--- config.mk ---
export PLATFORM = sky130hd
export DESIGN_NAME = decode_stage_hz
export DESIGN_NICKNAME = d
export VERILOG_FILES = /design/src/rtl/decode_pkg.sv /design/src/rtl/decode_stage_hz_regfile_bypass.sv /design/src/rtl/decode_stage_hz.sv
export SDC_FILE = /design/constraint.sdc
export NUM_CORES = 1
export LEC_CHECK = 0
export ABC_AREA = 1
export ABC_CLOCK_PERIOD_IN_PS = 9000
export CAP_MARGIN = 20
export CORE_ASPECT_RATIO = 0.8
export CORE_UTILIZATION = 45
export CTS_CLUSTER_SIZE = 10
export DETAILED_ROUTE_END_ITERATION = 10
export PLACE_DENSITY = 0.67
export SLEW_MARGIN = 20
export SYNTH_ARGS = -nofsm -noshare
export SYNTH_HDL_FRONTEND = slang
export SYNTH_SLANG_ARGS = --single-unit
--- constraint.sdc ---
create_clock -name clk -period 9 [get_ports clk]
set_input_delay 1.8 -clock clk [delete_from_list [all_inputs] [get_ports clk]]
set_output_delay 1.8 -clock clk [all_outputs]
set_load 0.01 [all_outputs]
--- src/rtl/decode_pkg.sv ---
// Shared decode definitions for the decode stage: opcode, ALU and jump-class
// encodings, the per-instruction control bundle, and the opcode decoder.
package decode_pkg;

    typedef enum logic [4:0] {
        OP_NOP  = 5'h00,
        OP_ADD  = 5'h02,
        OP_LDD  = 5'h10,
        OP_STD  = 5'h11,
        OP_POP  = 5'h12,
        OP_PUSH = 5'h13,
        OP_LDM  = 5'h14,
        OP_IN   = 5'h16,
        OP_OUT  = 5'h17,
        OP_JMP  = 5'h18
    } opcode_e;

    typedef enum logic [3:0] {
        ALU_NOP    = 4'h0,
        ALU_ADD    = 4'h1,
        ALU_PASS_B = 4'h2
    } alu_op_e;

    typedef enum logic [2:0] {
        JT_NONE = 3'd0,
        JT_JMP  = 3'd1,
        JT_JZ   = 3'd2,
        JT_JN   = 3'd3,
        JT_JC   = 3'd4,
        JT_CALL = 3'd5,
        JT_RET  = 3'd6
    } jump_type_e;

    // Control bundle produced for one instruction. reads_rs/reads_rt tell the
    // hazard logic which source registers the instruction actually consumes.
    typedef struct packed {
        logic [3:0] alu_op;
        logic       mem_read;
        logic       mem_write;
        logic       wb;
        logic       use_imm;
        logic       push;
        logic       pop;
        logic       in_port;
        logic       out_port;
        logic [2:0] jump_type;
        logic       reads_rs;
        logic       reads_rt;
    } ctrl_t;

    // Opcode to control mapping. Anything not listed behaves as a NOP.
    // Memory addresses for LDD/STD come straight from the immediate, so the
    // ALU simply passes operand B through for them.
    function automatic ctrl_t decode_op(input logic [4:0] op);
        ctrl_t c;
        c = '0;
        case (op)
            OP_ADD: begin
                c.alu_op   = ALU_ADD;
                c.wb       = 1'b1;
                c.reads_rs = 1'b1;
                c.reads_rt = 1'b1;
            end
            OP_LDD: begin
                c.alu_op   = ALU_PASS_B;
                c.mem_read = 1'b1;
                c.wb       = 1'b1;
                c.use_imm  = 1'b1;
            end
            OP_STD: begin
                c.alu_op    = ALU_PASS_B;
                c.mem_write = 1'b1;
                c.use_imm   = 1'b1;
                c.reads_rs  = 1'b1;
            end
            OP_POP: begin
                c.mem_read = 1'b1;
                c.wb       = 1'b1;
                c.pop      = 1'b1;
            end
            OP_PUSH: begin
                c.mem_write = 1'b1;
                c.push      = 1'b1;
                c.reads_rs  = 1'b1;
            end
            OP_LDM: begin
                c.alu_op  = ALU_PASS_B;
                c.wb      = 1'b1;
                c.use_imm = 1'b1;
            end
            OP_IN: begin
                c.wb      = 1'b1;
                c.in_port = 1'b1;
            end
            OP_OUT: begin
                c.out_port = 1'b1;
                c.reads_rs = 1'b1;
            end
            OP_JMP: begin
                c.jump_type = JT_JMP;
                c.reads_rs  = 1'b1;
            end
            default: begin
                c = '0;
            end
        endcase
        return c;
    endfunction

endpackage

--- src/rtl/decode_stage_hz_regfile_bypass.sv ---
// Register file with two asynchronous read ports and one write port. A read
// of the register being written in the same cycle returns the new data, so
// decode never sees a stale value from the WB stage.
module regfile_bypass #(
    parameter int DATA_W = 16,
    parameter int ADDR_W = 3
) (
    input  logic              clk,
    input  logic              reset,
    input  logic              we,
    input  logic [ADDR_W-1:0] waddr,
    input  logic [DATA_W-1:0] wdata,
    input  logic [ADDR_W-1:0] raddr_a,
    output logic [DATA_W-1:0] rdata_a,
    input  logic [ADDR_W-1:0] raddr_b,
    output logic [DATA_W-1:0] rdata_b
);

    localparam int NUM_REGS = 2 ** ADDR_W;

    logic [NUM_REGS-1:0][DATA_W-1:0] regs_q;
    logic [NUM_REGS-1:0][DATA_W-1:0] regs_d;

    // Next register contents: only the addressed entry changes on a write.
    always_comb begin
        regs_d = regs_q;
        if (we) begin
            regs_d[waddr] = wdata;
        end else begin
            regs_d = regs_q;
        end
    end

    // Storage; every register clears on reset, none is hardwired.
    always_ff @(posedge clk or posedge reset) begin
        if (reset) begin
            regs_q <= '0;
        end else begin
            regs_q <= regs_d;
        end
    end

    // Read ports with write-through bypass.
    always_comb begin
        if (we && (waddr == raddr_a)) begin
            rdata_a = wdata;
        end else begin
            rdata_a = regs_q[raddr_a];
        end
        if (we && (waddr == raddr_b)) begin
            rdata_b = wdata;
        end else begin
            rdata_b = regs_q[raddr_b];
        end
    end

endmodule

--- src/rtl/decode_stage_hz.sv ---
// Decode stage: register read, opcode decode, load-use hazard detection with
// a one-cycle fetch stall, flush from execute, and the ID/EX pipeline register.
module decode_stage_hz
    import decode_pkg::*;
#(
    parameter int DATA_W      = 16,
    parameter int REG_ADDR_W  = 3,
    parameter int INSTR_W     = 16,
    parameter int IMM_SIGNED  = 0,
    parameter int STALL_CNT_W = 16
) (
    input  logic                   clk,
    input  logic                   reset,
    input  logic                   if_valid,
    input  logic [INSTR_W-1:0]     instruction,
    input  logic                   flush,
    input  logic                   wb_en,
    input  logic [REG_ADDR_W-1:0]  wb_addr,
    input  logic [DATA_W-1:0]      wb_data,
    output logic                   stall_o,
    output logic                   ex_valid,
    output logic [3:0]             ex_alu_op,
    output logic [DATA_W-1:0]      ex_rs_data,
    output logic [DATA_W-1:0]      ex_rt_data,
    output logic [DATA_W-1:0]      ex_imm,
    output logic [REG_ADDR_W-1:0]  ex_rd,
    output logic [REG_ADDR_W-1:0]  ex_rs,
    output logic [REG_ADDR_W-1:0]  ex_rt,
    output logic                   ex_mem_read,
    output logic                   ex_mem_write,
    output logic                   ex_wb,
    output logic                   ex_use_imm,
    output logic                   ex_push,
    output logic                   ex_pop,
    output logic                   ex_in_port,
    output logic                   ex_out_port,
    output logic [2:0]             ex_jump_type,
    output logic [STALL_CNT_W-1:0] stall_count
);

    localparam int PAD_W = DATA_W - 8;

    // Instruction fields; the rd and rs fields share bits [10:8].
    logic [4:0]            opcode_s;
    logic [REG_ADDR_W-1:0] rs_s;
    logic [REG_ADDR_W-1:0] rt_s;
    logic [7:0]            imm8_s;
    logic [DATA_W-1:0]     imm_ext_s;
    logic [DATA_W-1:0]     rs_data_s;
    logic [DATA_W-1:0]     rt_data_s;
    ctrl_t                 ctrl_s;
    logic                  hazard_s;
    logic                  load_bubble_s;

    // ID/EX pipeline register.
    logic                   ex_valid_q,     ex_valid_d;
    logic [3:0]             ex_alu_op_q,    ex_alu_op_d;
    logic [DATA_W-1:0]      ex_rs_data_q,   ex_rs_data_d;
    logic [DATA_W-1:0]      ex_rt_data_q,   ex_rt_data_d;
    logic [DATA_W-1:0]      ex_imm_q,       ex_imm_d;
    logic [REG_ADDR_W-1:0]  ex_rd_q,        ex_rd_d;
    logic [REG_ADDR_W-1:0]  ex_rs_q,        ex_rs_d;
    logic [REG_ADDR_W-1:0]  ex_rt_q,        ex_rt_d;
    logic                   ex_mem_read_q,  ex_mem_read_d;
    logic                   ex_mem_write_q, ex_mem_write_d;
    logic                   ex_wb_q,        ex_wb_d;
    logic                   ex_use_imm_q,   ex_use_imm_d;
    logic                   ex_push_q,      ex_push_d;
    logic                   ex_pop_q,       ex_pop_d;
    logic                   ex_in_port_q,   ex_in_port_d;
    logic                   ex_out_port_q,  ex_out_port_d;
    logic [2:0]             ex_jump_type_q, ex_jump_type_d;
    logic [STALL_CNT_W-1:0] stall_count_q,  stall_count_d;

    assign opcode_s = instruction[15:11];
    assign rs_s     = instruction[8 +: REG_ADDR_W];
    assign rt_s     = instruction[5 +: REG_ADDR_W];
    assign imm8_s   = instruction[7:0];
    assign ctrl_s   = decode_op(opcode_s);

    regfile_bypass #(
        .DATA_W (DATA_W),
        .ADDR_W (REG_ADDR_W)
    ) u_regfile (
        .clk     (clk),
        .reset   (reset),
        .we      (wb_en),
        .waddr   (wb_addr),
        .wdata   (wb_data),
        .raddr_a (rs_s),
        .rdata_a (rs_data_s),
        .raddr_b (rt_s),
        .rdata_b (rt_data_s)
    );

    // Immediate extension chosen at elaboration time.
    always_comb begin
        if (IMM_SIGNED != 0) begin
            imm_ext_s = {{PAD_W{imm8_s[7]}}, imm8_s};
        end else begin
            imm_ext_s = {{PAD_W{1'b0}}, imm8_s};
        end
    end

    // Load-use hazard: a load (LDD or POP) in execute writes a register that
    // the instruction in decode reads. The bubble it causes clears the load
    // from ID/EX, so the stall lasts one cycle. A flush overrides the stall.
    always_comb begin
        hazard_s = if_valid & ex_valid_q & ex_mem_read_q & ex_wb_q &
                   ((ctrl_s.reads_rs & (ex_rd_q == rs_s)) |
                    (ctrl_s.reads_rt & (ex_rd_q == rt_s)));
        load_bubble_s = flush | hazard_s | ~if_valid;
    end

    assign stall_o = hazard_s & ~flush;

    // Next ID/EX contents: a bubble (all zero) or the decoded instruction.
    always_comb begin
        ex_valid_d     = 1'b0;
        ex_alu_op_d    = 4'h0;
        ex_rs_data_d   = '0;
        ex_rt_data_d   = '0;
        ex_imm_d       = '0;
        ex_rd_d        = '0;
        ex_rs_d        = '0;
        ex_rt_d        = '0;
        ex_mem_read_d  = 1'b0;
        ex_mem_write_d = 1'b0;
        ex_wb_d        = 1'b0;
        ex_use_imm_d   = 1'b0;
        ex_push_d      = 1'b0;
        ex_pop_d       = 1'b0;
        ex_in_port_d   = 1'b0;
        ex_out_port_d  = 1'b0;
        ex_jump_type_d = 3'd0;
        if (load_bubble_s) begin
            ex_valid_d = 1'b0;
        end else begin
            ex_valid_d     = 1'b1;
            ex_alu_op_d    = ctrl_s.alu_op;
            ex_rs_data_d   = rs_data_s;
            ex_rt_data_d   = rt_data_s;
            ex_imm_d       = imm_ext_s;
            ex_rd_d        = rs_s;
            ex_rs_d        = rs_s;
            ex_rt_d        = rt_s;
            ex_mem_read_d  = ctrl_s.mem_read;
            ex_mem_write_d = ctrl_s.mem_write;
            ex_wb_d        = ctrl_s.wb;
            ex_use_imm_d   = ctrl_s.use_imm;
            ex_push_d      = ctrl_s.push;
            ex_pop_d       = ctrl_s.pop;
            ex_in_port_d   = ctrl_s.in_port;
            ex_out_port_d  = ctrl_s.out_port;
            ex_jump_type_d = ctrl_s.jump_type;
        end
    end

    // Saturating stall-cycle counter.
    always_comb begin
        if (stall_o && (stall_count_q != {STALL_CNT_W{1'b1}})) begin
            stall_count_d = stall_count_q + STALL_CNT_W'(1);
        end else begin
            stall_count_d = stall_count_q;
        end
    end

    // ID/EX register and stall counter state.
    always_ff @(posedge clk or posedge reset) begin
        if (reset) begin
            ex_valid_q     <= 1'b0;
            ex_alu_op_q    <= 4'h0;
            ex_rs_data_q   <= '0;
            ex_rt_data_q   <= '0;
            ex_imm_q       <= '0;
            ex_rd_q        <= '0;
            ex_rs_q        <= '0;
            ex_rt_q        <= '0;
            ex_mem_read_q  <= 1'b0;
            ex_mem_write_q <= 1'b0;
            ex_wb_q        <= 1'b0;
            ex_use_imm_q   <= 1'b0;
            ex_push_q      <= 1'b0;
            ex_pop_q       <= 1'b0;
            ex_in_port_q   <= 1'b0;
            ex_out_port_q  <= 1'b0;
            ex_jump_type_q <= 3'd0;
            stall_count_q  <= '0;
        end else begin
            ex_valid_q     <= ex_valid_d;
            ex_alu_op_q    <= ex_alu_op_d;
            ex_rs_data_q   <= ex_rs_data_d;
            ex_rt_data_q   <= ex_rt_data_d;
            ex_imm_q       <= ex_imm_d;
            ex_rd_q        <= ex_rd_d;
            ex_rs_q        <= ex_rs_d;
            ex_rt_q        <= ex_rt_d;
            ex_mem_read_q  <= ex_mem_read_d;
            ex_mem_write_q <= ex_mem_write_d;
            ex_wb_q        <= ex_wb_d;
            ex_use_imm_q   <= ex_use_imm_d;
            ex_push_q      <= ex_push_d;
            ex_pop_q       <= ex_pop_d;
            ex_in_port_q   <= ex_in_port_d;
            ex_out_port_q  <= ex_out_port_d;
            ex_jump_type_q <= ex_jump_type_d;
            stall_count_q  <= stall_count_d;
        end
    end

    assign ex_valid     = ex_valid_q;
    assign ex_alu_op    = ex_alu_op_q;
    assign ex_rs_data   = ex_rs_data_q;
    assign ex_rt_data   = ex_rt_data_q;
    assign ex_imm       = ex_imm_q;
    assign ex_rd        = ex_rd_q;
    assign ex_rs        = ex_rs_q;
    assign ex_rt        = ex_rt_q;
    assign ex_mem_read  = ex_mem_read_q;
    assign ex_mem_write = ex_mem_write_q;
    assign ex_wb        = ex_wb_q;
    assign ex_use_imm   = ex_use_imm_q;
    assign ex_push      = ex_push_q;
    assign ex_pop       = ex_pop_q;
    assign ex_in_port   = ex_in_port_q;
    assign ex_out_port  = ex_out_port_q;
    assign ex_jump_type = ex_jump_type_q;
    assign stall_count  = stall_count_q;

endmodule

# == Word level (Yosys, flattened, before mapping) ==
# Index checks and enable logic that the tools add are counted.
# word_totals
ff_bits,214
inputBits,40
output_inout_bits,90
elab_cells,102
# classes
n_addsub,1
magnitude_cmp,4
eq_ne,14
mux,37
bitwise_logic,12
reduce_logical,9
# op_table
operator,n
$bwmux 128,1
$mux 16,7
$bmux 16 s3,2
$demux 16 s3,1
$eq 5x5->1 const B,8
$mux 1,20
$add 16x1->16 const B,1
$ne 16x16->1 const B,1
$eq 3x3->1,4
$lt 3x4->1 const B,3
$reduce_or 5->1,2
$mux 3,3
$mux 8,1
$and 1x1->1,7
$eq 5x2->1 const B,1
$logic_and 1x1->1,4
$mux 4,1
$pmux 2 s2,1
$reduce_or 2->1,2
$ge 3x1->1 const B,1
$or 1x1->1,3
$reduce_or 3->1,1
$not 1->1,2

# == Longest topological paths before layout ==
# Gate-level depths: netlist of run 1.
# logic_depth
word_depth,9
ltp_mapped,14
ltp_nobuf,12

# == Cells and area by module ==
# From an unflattened synthesis of run 1, not the netlist that was laid out.
# unflattened
hier_cells,1559
area_unflattened_um2,11014.3
# by_module_without_submodules
module,n_inst,cells_each,area_per_inst_um2,seq_area_each_um2
regfile_bypass,1,1198,7778.7,3203.1
decode_stage_hz,1,361,3235.6,1776.7

# == Worst setup path before layout of run 1 ==
# OpenSTA, ideal clock, no wires.
# synth_timing
path_kind,input -> output
from,input port instruction[7]
to,output port stall_o
arrival_ns,2.724
required_time_ns,7.200
slack_ns,4.476
stages,10
n_path_buf,2
path_cell_list,buf_4 > inv_2 > nand2_1 > o21ai_0 > nor2_1 > nand3_2 > nand2_2 > nand3_2 > inv_2 > buf_4
# synth_via
elab_chain_cells,5
# synth_rtl
item,line,text
start: declaration,decode_stage_hz.sv:15,"input logic [INSTR_W-1:0] instruction,"
$eq 3x3->1,decode_stage_hz.sv:111,(ctrl_s.reads_rt & (ex_rd_q == rt_s)));
$and 1x1->1,decode_stage_hz.sv:111,
$or 1x1->1,decode_stage_hz.sv:110,((ctrl_s.reads_rs & (ex_rd_q == rs_s)) |
$and 1x1->1,decode_stage_hz.sv:109,hazard_s = if_valid & ex_valid_q & ex_mem_read_q & ex_wb_q &
$and 1x1->1,decode_stage_hz.sv:115,assign stall_o = hazard_s & ~flush;
end: declaration,decode_stage_hz.sv:20,"output logic stall_o,"
# Every way passes these cells.

# == Worst setup path in the final report of run 1 ==
# layout_timing
from,input port instruction[9]
to,output port stall_o
# layout_via
elab_chain_cells,5
# layout_rtl
item,line
$eq 3x3->1,decode_stage_hz.sv:110
$and 1x1->1,decode_stage_hz.sv:110
$or 1x1->1,decode_stage_hz.sv:110
$and 1x1->1,decode_stage_hz.sv:109
$and 1x1->1,decode_stage_hz.sv:115
# Every way passes these cells.

==> metrics.txt, run 1 <==
status=finished, final reports clean; proportion of synthesized chip area in sequential cells=49.0%; Hold WS=511 ps; Post-Synthesis Cell Area=10200 um2; sort of element at the end of the critical path=output port; height of the die=136 um; sequential power share=49.0%; detailed-route wire length per cell=17.4 um; top flip-flop cell by instance count after synthesis=dfrtp_1; clock power share=33.0%; crit path DAT=4510 ps; Routed Wire Length=29900 um; Inserted Diodes=0; Multi-input gate area=4460 um2; worst clock skew=10.2 ps; post-CTS repair timing setup buffer count=0; DP Wirelength=18500 um; Max Buffers Root-to-Sink=2; drt drc=0; fraction of power spent switching nets=31.6%; max_slew headroom=40.0%; Tcrit/Tclk final=70.1%; register area=4980 um2; number of synthesized flops with an enable pin=0; pin slew with the least headroom to its limit=899 ps; number of vias after detailed routing=9368; proportion of layout cells with a drive suffix above 1=5.15%; count of clock tree sinks=199; IO Port Bufs=117; initial antenna violation count=0; CTS Buf Count=17; Leakage=5.55 nW; count of boundary I/O pins=130; unrepaired setup endpoints after global routing=no; antenna viol nets, final=0; CTS H-tree lvls=4; die boundary width=170 um; startpoint of the worst register-to-register path=ex_rs[1]; effective utilization at floorplan=46.5%; P_int=1.54 mW; first-iteration detailed-routing DRC count=1007; clock root buffer=clkbuf_16; Min-Delay Startpoint=u_regfile.regs_q[97]; type of the worst min-delay path=reg2reg; cts repair resizes=0; power dissipated by switching net loads=710 uW; relative contribution of combinational cells to total power=18.0%; Row Count=48; number of warnings issued by yosys=0; Sum Neg Setup Slack=0 ps; area of the placeable core=21900 um2; worst ir drop on vdd=0.000117 V; total routing resource utilization after global routing=26.7%; Max Clock Freq=158 MHz; number of global-route vias before repair=8674; final net count=1446; power density cells=188 nW/um2; Power Total=2.25 mW; mean number of vias per cell=5.45; source-to-sink clock delay at the later pin of the worst-skew pair=440 ps; number of fill cells in the layout=2075; length of the first detailed-routing pass in iterations=6; RD Place Congestion=0.871; post-synthesis cell type count=35; Worst Setup Path Type=in2out; biggest fanout along the worst timing path=36; number of instances in the synthesized netlist=1345; quantity of hold-fixing buffers added after cts=0; nature of the critical path startpoint=primary input; count of state elements after synthesis=199; TritonCTS clock tree=yes; CP Data Required Time=7200 ps; relative area change from synthesis to final layout=17.5%; pin count of the biggest net entering global routing=130; Worst-path clk slew=70 ps; number of maximum-capacitance violations=0; area enclosed by the die boundary=23200 um2; Syn Area/Cell=7.55 um2; Worst setup startpoint=instruction[9]; Synth async-reset ratio=100%; final worst path period need=6310 ps; total overflow reported by the global router=0; final count of pins violating max slew=0; global-route wire length before repair=47400 um; Final Hold Violating Endpoints=0; Final Setup Violations=0
==> layer usage <==
layer  vias up  wire, um  track usage, %
li1       4497         -               -
met1      4410     13600            38.6
met2       409     13300            41.9
met3        52      2390            3.64
met4         0       602            7.31
met5         -         0               0
==> per-stage QoR <==
stage          utilization [%]  area, um2  instances  worst slack, ps
6_report                  54.6      11900       1718             2690
5_1_grt                   54.6      11900       1718             2490
4_1_cts                   54.6      11900       1718             2700
3_5_place_dp              52.0      11400       1686             2720
3_3_place_gp              52.0      11400       1686             2720
2_1_floorplan                -      10200       1356             1770
==> kinds of logic (layout without fill, tap and decap cells) <==
group | Yosys count | in the layout | synth area share, %
AO/OA/AOI/OAI | 209 | 209 | 11.2
XOR/XNOR | 7 | 7 | 0.603
adder cells (fa/ha/maj) | 1 | 1 | 0.123
buffers and inverters | 178 | 240 | 7.67
flip-flops | 199 | 199 | 49.0
other | 1 | 12 | 0.0369
AND/OR/NAND/NOR | 750 | 750 | 31.3
==> power groups by stage <==
stage,Sequential (mW),Clock (mW),Combinational [mW]
after detailed placement,1.12,0,0.404
after CTS,1.10,0.751,0.406
after global placement,1.11,0,0.396
after global routing,1.12,0.783,0.465
after floorplan,1.10,0,0.278
final,1.10,0.742,0.406
==> registers in the layout (all words and copies together), names as in the netlist, 2 cells and up <==
register and flops:
u_regfile.regs_q 128, ex_rt 2, stall_count 16, ex_alu_op 2, ex_rt_data 16, ex_imm 6, ex_rs_data 16, ex_rs 3
==> worst paths after layout <==
check | end | slack [ps] | cells after the start
min in group asynchronous | ex_in_port | 1910 | 2
min reg2reg | u_regfile.regs_q[97] | 510 | 2
max reg2reg | ex_in_port | 6890 | 9
min | u_regfile.regs_q[97] | 510 | 2
max | stall_o | 2690 | 12
max in group asynchronous | u_regfile.regs_q[63] | 5590 | 3
==> layout make-up <==
class / instances / area share, %
timing repair buffer: 134 / 10.8
inverter: 74 / 2.39
tap: 300 / 3.14
sequential: 199 / 41.7
clock buffer: 18 / 3.59
multi-input combinational: 979 / 37.3
clock inverter: 14 / 1.07
==> worst max-delay path: stages <==
cell and delay (ps):
clkdlybuf4s50_1 410, buf_4 270, inv_2 600, nand2_1 110, nand2_1 80, nand2_1 50
nor2_1 130, inv_1 70, nand2_2 90, nand3_2 120, inv_2 190, clkdlybuf4s50_1 560
==> cells in the mapped netlist (all sizes together) (3+ instances only) <==
library cell | count | share of area (%)
o211ai | 31 | 2.3
buf | 42 | 2.6
a21oi | 9 | 0.48
nand2 | 442 | 16
o22ai | 3 | 0.18
nand3b | 4 | 0.30
nor2 | 80 | 3.0
nor3 | 13 | 0.79
clkbuf | 62 | 2.3
xor2 | 6 | 0.52
dfrtp | 199 | 49
and3 | 4 | 0.25
o21ai | 163 | 8.0
inv | 73 | 2.7
nand4 | 12 | 0.80
nand3 | 195 | 9.8
==> cell usage in the layout, fill, tap and decap left out, types with 2 or more instances in the layout <==
cell type          n
inv_6              6
o22ai_1            3
dfrtp_1          199
o21ai_0          161
nand2_1          438
inv_8              5
and3_1             4
nor3_1             9
xor2_1             6
buf_2              2
nand3_2            2
clkdlybuf4s50_1  115
o21ai_1            2
nand4_1           11
nor2_1            77
buf_4             17
clkinv_4           2
nor2_2             3
conb_1            12
inv_1             66
clkbuf_16         17
a21oi_1            8
nand3_1          192
nor3_2             4
o211ai_1          31
inv_2              6
nand2_2            4
nand3b_1           4
(Power assumes the default switching activity.)
==> run 2: changes to the inputs <==
ABC_CLOCK_PERIOD_IN_PS = 5050   (was 9000)
PLACE_DENSITY = 0.7   (was 0.67)
clock period = 5.05 ns   (was 9 ns; I/O delays follow)
==> run 2 against run 1 <==
Against the previous run: register-to-register slack got worse by 4000 ps; core utilization rose by 0.47 points; first-iteration DRC count grew 11%; hold slack gained 0.56 ps; power is 80% higher; critical endpoint unchanged.
==> metrics.txt, run 2 (same netlist as run 1, synthesis figures left out) <==
Worst Setup Path Type=in2out; sort of element at the end of the critical path=output port; first-iteration detailed-routing DRC count=1119 (+11%); type of the worst min-delay path=reg2reg; initial antenna violation count=0 (unchanged); most frequent standard cell in the layout excluding fill and tap cells=nand2_1; height of the die=136 um (unchanged); max_slew headroom=23.7% (-16 points); Worst-path clk slew=70 ps (about the same); P_int=2.81 mW (+83%); Row Count=48 (unchanged); quantity of hold-fixing buffers added after cts=0 (unchanged); power dissipated by switching net loads=1.23 mW (+73%); effective utilization at floorplan=46.5% (unchanged); Routed Wire Length=29800 um (-0.52%); Sum Neg Setup Slack=0 ps (unchanged); number of fill cells in the layout=2077 (+0.096%); die boundary width=170 um (unchanged); register area=4980 um2 (unchanged); Tcrit/Tclk final=82.8%; startpoint of the worst register-to-register path=ex_rs[2]; area enclosed by the die boundary=23200 um2 (unchanged); pin count of the biggest net entering global routing=117 (-10%); max FFs per register=128 (unchanged); power density cells=335 nW/um2 (+78%); area of the placeable core=21900 um2 (unchanged); Min-Delay Startpoint=u_regfile.regs_q[72]; length of the first detailed-routing pass in iterations=5 (-1); mean number of vias per cell=5.50 (+0.85%); CTS Buf Count=17 (unchanged); Power Total=4.04 mW (+80%); worst ir drop on vdd=0.000171 V (+45%); proportion of layout cells with a drive suffix above 1=5.61% (+0.47 points); Max Buffers Root-to-Sink=2 (unchanged); antenna viol nets, final=0 (unchanged); unrepaired setup endpoints after global routing=no; detailed-route wire length per cell=17.3 um (-0.92%); cts repair resizes=0 (unchanged); worst clock skew=7.82 ps (-2.42 ps); Leakage=5.59 nW (+0.79%); final net count=1453 (+0.48%); relative contribution of combinational cells to total power=17.9% (about the same); crit path DAT=3170 ps (-1340 ps); Crit path largest cell delay=570 ps (-30 ps); RD Place Congestion=0.860 (-1.2%); largest register by flop count=u_regfile.regs_q; number of global-route vias before repair=8717 (+0.50%); CP Data Required Time=4040 ps (-3160 ps); Final Setup Violations=0 (unchanged); cell-by-cell listing of the critical path=clkdlybuf4s50_1 -> buf_4 -> o21ai_0 -> nor2_1 -> nand3_2 -> nand2_2 -> nand3_2 -> inv_2 -> clkdlybuf4s50_1; Multi-input gate area=4450 um2 (about the same); fraction of power spent switching nets=30.3% (-1.2 points); Max Clock Freq=239 MHz; depth of the worst register-to-register path=10 (+1); Final Hold Violating Endpoints=0 (unchanged); Worst setup startpoint=instruction[6]; number of maximum-capacitance violations=0 (unchanged); final count of pins violating max slew=0 (unchanged); sequential power share=48.5% (-0.5 points); total routing resource utilization after global routing=26.7% (about the same); commonest cells after routing, fill and taps aside=nand2_1 (439), dfrtp_1 (199), nand3_1 (192); CTS H-tree lvls=4 (unchanged); pin slew with the least headroom to its limit=1140 ps (+243 ps); Inserted Diodes=0 (unchanged); clock power share=33.6% (+0.6 points); drt drc=0 (unchanged); count of boundary I/O pins=130 (unchanged); number of vias after detailed routing=9486 (+1.3%); DP Wirelength=18400 um (-0.96%); CP max-delay cell=clkdlybuf4s50_1; final worst path period need=4180 ps; WHS Path Cells=2 (unchanged); total overflow reported by the global router=0 (unchanged); post-CTS repair timing setup buffer count=0 (unchanged); TritonCTS clock tree=yes; source-to-sink clock delay at the later pin of the worst-skew pair=440 ps (about the same); IO Port Bufs=117 (unchanged); nature of the critical path startpoint=primary input; biggest fanout along the worst timing path=16 (-56%); count of clock tree sinks=199 (unchanged); clock root buffer=clkbuf_16; status=finished, final reports clean; global-route wire length before repair=47700 um (+0.66%); relative area change from synthesis to final layout=18.5%
[run 2: path summary, 6_finish.rpt]
path,to,slack [ps]
min reg2reg,u_regfile.regs_q[72],510
max in group asynchronous,u_regfile.regs_q[120],3430
max reg2reg,ex_rt_data[15],2860
max,stall_o,870
min,u_regfile.regs_q[72],510
min in group asynchronous,ex_imm[3],1060
[run 2: power groups by stage]
stage               Clock (mW)  Combinational [mW]  Sequential [mW]
global placement             0               0.701             1.98
finish                    1.36               0.723             1.96
detailed placement           0               0.717             1.98
global route              1.44               0.826             1.98
floorplan                    0               0.496             1.96
CTS                       1.37               0.722             1.95
[run 2: through the flow]
stage	hold slack (ps)	instances	instance area (um2)	setup WS [ps]	util (%)
4_1_cts	513	1725	12000	889	55.1
6_report	511	1725	12000	869	55.1
3_5_place_dp	495	1693	11500	908	52.4
2_1_floorplan	474	1356	10200	1470	-
5_1_grt	526	1725	12000	750	55.1
3_3_place_gp	489	1693	11500	943	52.4
[run 2: metal layers]
metal | wire [um] | GRT usage, %
met4 | 563 | 6.46
met2 | 13200 | 41.6
met1 | 13300 | 38.4
met3 | 2750 | 5.01
met5 | 0 | 0
[run 2: area by class of cell]
class,count,share of cell area (%)
inverters,74,2.34
clock buffers,19,3.76
clock inverters,13,1.12
multi-input cells,979,37.0
well taps,300,3.12
repair buffers,141,11.3
flip-flops and latches,199,41.3
[run 2: worst max-delay path: cells and delay by family]
kind | cells | cell delay (ps)
AO/OA/AOI/OAI | 1 | 140
buffers and inverters | 4 | 1490
AND/OR/NAND/NOR | 4 | 520
